`src/rtl/demux12_reg.sv`:
```
// -----------------------------------------------------------------------------
// demux12_reg
// Registered 1:2 demultiplexer with valid/ready handshakes.
//
// One source stream is steered to output A (in_sel=0) or output B (in_sel=1).
// Each output has a one-entry holding register. A stalled consumer only blocks
// words aimed at its own channel. The steering choice is sampled with the word.
// A per-output counter tracks completed output handshakes. The counters wrap
// modulo 2^CNT_W.
//
// Parameters
//   WIDTH     data width of in_data / a_data / b_data
//   CNT_W     width of the per-output transfer counters
//
// Ports
//   clk       rising-edge clock
//   rst_n     asynchronous active-low reset
//   in_valid  source presents a word on in_data
//   in_ready  source word is accepted when in_valid & in_ready (combinational)
//   in_data   source word
//   in_sel    destination of the source word: 0 -> A, 1 -> B
//   a_valid   A holding register full
//   a_ready   A consumer takes the word when a_valid & a_ready
//   a_data    A holding register
//   b_valid   B holding register full
//   b_ready   B consumer takes the word when b_valid & b_ready
//   b_data    B holding register
//   a_count   completed A output handshakes, mod 2^CNT_W
//   b_count   completed B output handshakes, mod 2^CNT_W
// -----------------------------------------------------------------------------
module demux12_reg #(
    parameter int WIDTH = 32,
    parameter int CNT_W = 16
) (
    input  logic             clk,
    input  logic             rst_n,

    input  logic             in_valid,
    output logic             in_ready,
    input  logic [WIDTH-1:0] in_data,
    input  logic             in_sel,

    output logic             a_valid,
    input  logic             a_ready,
    output logic [WIDTH-1:0] a_data,

    output logic             b_valid,
    input  logic             b_ready,
    output logic [WIDTH-1:0] b_data,

    output logic [CNT_W-1:0] a_count,
    output logic [CNT_W-1:0] b_count
);

    // A slot can take a new word when it is empty or its current word leaves
    // on this same edge. That makes one word per cycle per channel possible.
    logic a_room;
    logic b_room;
    logic load_a;
    logic load_b;
    logic drain_a;
    logic drain_b;

    assign a_room  = !a_valid || a_ready;
    assign b_room  = !b_valid || b_ready;

    // NOTE: in_ready depends only on the selected slot, never on in_valid.
    // A source may therefore wait for ready before raising valid without
    // forming a combinational loop.
    assign in_ready = in_sel ? b_room : a_room;

    assign load_a  = in_valid && in_ready && !in_sel;
    assign load_b  = in_valid && in_ready &&  in_sel;
    assign drain_a = a_valid && a_ready;
    assign drain_b = b_valid && b_ready;

    // Channel A holding register and transfer counter.
    // NOTE: state is updated with non-blocking assignments only, so every
    // register samples pre-edge values regardless of statement order.
    always_ff @(posedge clk or negedge rst_n) begin
        if (!rst_n) begin
            a_valid <= 1'b0;
            a_data  <= '0;
            a_count <= '0;
        end else begin
            if (load_a) begin
                // A load wins over a simultaneous drain, so the slot stays full.
                a_valid <= 1'b1;
                a_data  <= in_data;
            end else if (drain_a) begin
                // Data is deliberately left in place when the slot empties.
                a_valid <= 1'b0;
            end
            if (drain_a) begin
                a_count <= a_count + 1'b1;
            end
        end
    end

    // Channel B holding register and transfer counter, mirror of channel A.
    always_ff @(posedge clk or negedge rst_n) begin
        if (!rst_n) begin
            b_valid <= 1'b0;
            b_data  <= '0;
            b_count <= '0;
        end else begin
            if (load_b) begin
                b_valid <= 1'b1;
                b_data  <= in_data;
            end else if (drain_b) begin
                b_valid <= 1'b0;
            end
            if (drain_b) begin
                b_count <= b_count + 1'b1;
            end
        end
    end

endmodule

```
`config.mk`:
```
export PLATFORM = sky130hd
export DESIGN_NAME = demux12_reg
export DESIGN_NICKNAME = d
export VERILOG_FILES = /design/src/rtl/demux12_reg.sv
export SDC_FILE = /design/constraint.sdc
export NUM_CORES = 1
export LEC_CHECK = 0
export ABC_AREA = 1
export BUFFER_PORTS_ARGS = -buffer_cell sky130_fd_sc_hd__buf_2
export CAP_MARGIN = 10
export CORE_MARGIN = 1.5
export CORE_UTILIZATION = 32
export DETAILED_ROUTE_END_ITERATION = 6
export GPL_TIMING_DRIVEN = 0
export PLACE_DENSITY = 0.58
export SYNTH_ARGS = -nofsm -noshare
export SYNTH_HDL_FRONTEND = slang
export SYNTH_SLANG_ARGS = --single-unit
```
`constraint.sdc`:
```
create_clock -name clk -period 3.2 [get_ports clk]
set_input_delay 0 -clock clk [delete_from_list [all_inputs] [get_ports clk]]
set_output_delay 0 -clock clk [all_outputs]
set_load 0.02 [all_outputs]
```
==> qor.csv <==
metric,value,unit
slew_headroom,0.541,
nFillCells,1284,
numCtsBuffers,9,
ant_nets,0,
cp-end-kind,register,
power.total,3.46,mW
overflow,0,
grtUsageTotal,0.161,
root_buffer,clkbuf_16,
core_area,12700,um^2
synth.ff_latch_count,98,
finalSetupTns,0,ns
viasPerCell,4.42,
die_x,118,um
cp.required,3.43,ns
reg2reg_depth,5,
drv_cap,0,
status,"complete, no violations",
use_met1,0.205,
io_pins,137,
drt_first_pass_iters,4,
r2r_start,b_count[0],
wl_per_cell,13.1,um
leakage,3.10,nW
netlist_instances,445,
tightest_slew,0.688,ns
worstHoldPathCells,4,
antenna_found_initial,1,
grt_use_met3,0.0320,
start_util,0.330,
final_common_cell,buf_2,
crit_path_start_kind,register,
antennaDiodeCount,0,
die-height,118,um
finalHoldWorstSlack,0.0286,ns
worstSetupPathType,register to register,
hold_violations,0,
synth_cell_types,25,
cts_setup_buffers,0,
timing.final.crit_share,0.436,
power_density,602,nW/um^2
dpl.hpwl,7.57,mm
clk_pin_slew,0.07,ns
most-common-layout-cells,"buf_2 (137), nand2_1 (126), dfrtp_1 (98)",
postSynthNetCount,485,
area_growth,36.8,%
whs_endpoint,a_valid,
drt_wl_total,10.5,mm
period_minus_slack,1.40,ns
finalWorstSetupSlack,1.80,ns
worstPathArrival,1.63,ns
path_max_fanout,6,
vias,3554,
vdd.ir_drop.worst,245,uV
grt_pass1_wl,17.5,mm
synth_area,4200,um^2
numPortBuffers,136,
final-setup-viol-count,0,
place.gp.congestion,0.822,
syn_avg_cell_area,9.44,um^2
nets,667,
fmax,0.716,GHz
grt_max_degree,52,
grt_pass1_vias,3583,
drc,0,
cts-resized-gates,0,
r2r_slack,1.80,ns
cts_tree,built,
ys_seq_area_frac,0.584,
post-place-ws,1.75,ns
cts_num_sinks,98,
min_from,a_ready,
drive_gt1_frac,0.310,
first_iter_violations,183,
clock_latency,0.35,ns
die_area,13800,um^2
cts_max_level,3,
drv_slew,0,
grt-busiest-layer,met2,
gr-usage-met2,0.262,
ys.warnings.count,0,
min_path_type,primary input to register,
skew,0.00881,ns
r2r_end,b_count[10],
fp-row-count,41,
rsz0062_at_grt,false,
cts_max_path_buffers,2,
-- cell type report --
class | count | area (um^2) | area share
clock inverter | 5 | 37.5 | 0.00653
inverter | 60 | 225 | 0.0392
tap | 172 | 215 | 0.0375
sequential | 98 | 2450 | 0.427
multi-input combinational | 273 | 1410 | 0.245
timing repair buffer | 171 | 1050 | 0.183
clock buffer | 11 | 243 | 0.0422
buffer | 14 | 115 | 0.0200
-- per-stage QoR --
stage	cell area, um^2	std cells	util
after detailed placement	5120	754	0.403
after global placement	5090	753	0.400
after global routing	5750	804	0.452
final	5750	804	0.452
after CTS	5750	804	0.452
after floorplan	4200	445	-
-- worst max-delay path: stages (launching register included) --
cell and delay (ns):
dfrtp_1 0.41, ha_1 0.20, nand3_1 0.15, nor3_4 0.26, nand2_1 0.12, xnor2_1 0.14
-- per-layer routing --
| layer | wire [um] | up-vias |
|---|---|---|
| met5 | 13 | - |
| met4 | 237 | 2 |
| met3 | 458 | 16 |
| met2 | 4950 | 92 |
| met1 | 4850 | 1690 |
| li1 | - | 1754 |
-- cell usage after synthesis --
| cell | instances | area share |
|---|---|---|
| a31oi_1 | 1 | 0.0015 |
| and2_1 | 1 | 0.0015 |
| buf_2 | 2 | 0.0024 |
| buf_4 | 4 | 0.0072 |
| buf_6 | 6 | 0.016 |
| clkbuf_1 | 2 | 0.0018 |
| dfrtp_1 | 98 | 0.58 |
| ha_1 | 2 | 0.0060 |
| inv_1 | 60 | 0.054 |
| nand2_1 | 126 | 0.11 |
| nand2_2 | 3 | 0.0045 |
| nand3_1 | 17 | 0.020 |
| nand3b_1 | 3 | 0.0054 |
| nand4_1 | 6 | 0.0089 |
| nor2_1 | 20 | 0.018 |
| nor2_2 | 4 | 0.0060 |
| nor2_4 | 1 | 0.0027 |
| nor3_1 | 1 | 0.0012 |
| nor3_4 | 1 | 0.0039 |
| nor3b_1 | 1 | 0.0018 |
| o21ai_0 | 19 | 0.023 |
| o21ai_1 | 24 | 0.029 |
| o21ai_2 | 23 | 0.048 |
| xnor2_1 | 8 | 0.017 |
| xor2_1 | 12 | 0.025 |
-- logic make-up after synthesis --
family | after synthesis | share of synthesized area
AO/OA/AOI/OAI | 67 | 0.101
XOR/XNOR | 20 | 0.0417
flip-flops | 98 | 0.584
adder cells (fa/ha/maj) | 2 | 0.00596
buffers and inverters | 74 | 0.0810
AND/OR/NAND/NOR | 184 | 0.187
-- state kept, by name (all words and copies together), names as in the netlist --
signal	flops
a_data	32
b_data	32
b_count	16
b_valid	1
a_valid	1
a_count	16
-- worst max-delay path by stage --
stage / startpoint / cells past startpoint / endpoint / slack, ns
final: b_count[0] / 5 / b_count[10] / 1.80
after global placement: rst_n / 1 / a_count[14] / 1.09
after floorplan: a_count[0] / 8 / a_count[12] / 1.79
after CTS: a_valid / 4 / a_data[30] / 1.76
after global routing: a_count[0] / 8 / a_count[12] / 1.63
after detailed placement: a_valid / 4 / a_data[26] / 1.75
-- where the power goes --
part	switching, mW	internal [mW]
clock	0.474	0.551
sequential	0.147	1.43
combinational	0.538	0.316
-- repair_timing --
action	CTS	global route
endpoints found under the hold margin	115	0
hold buffers	34	0
endpoints found under the setup margin	0	0
Power figures use the tool's default switching activity.
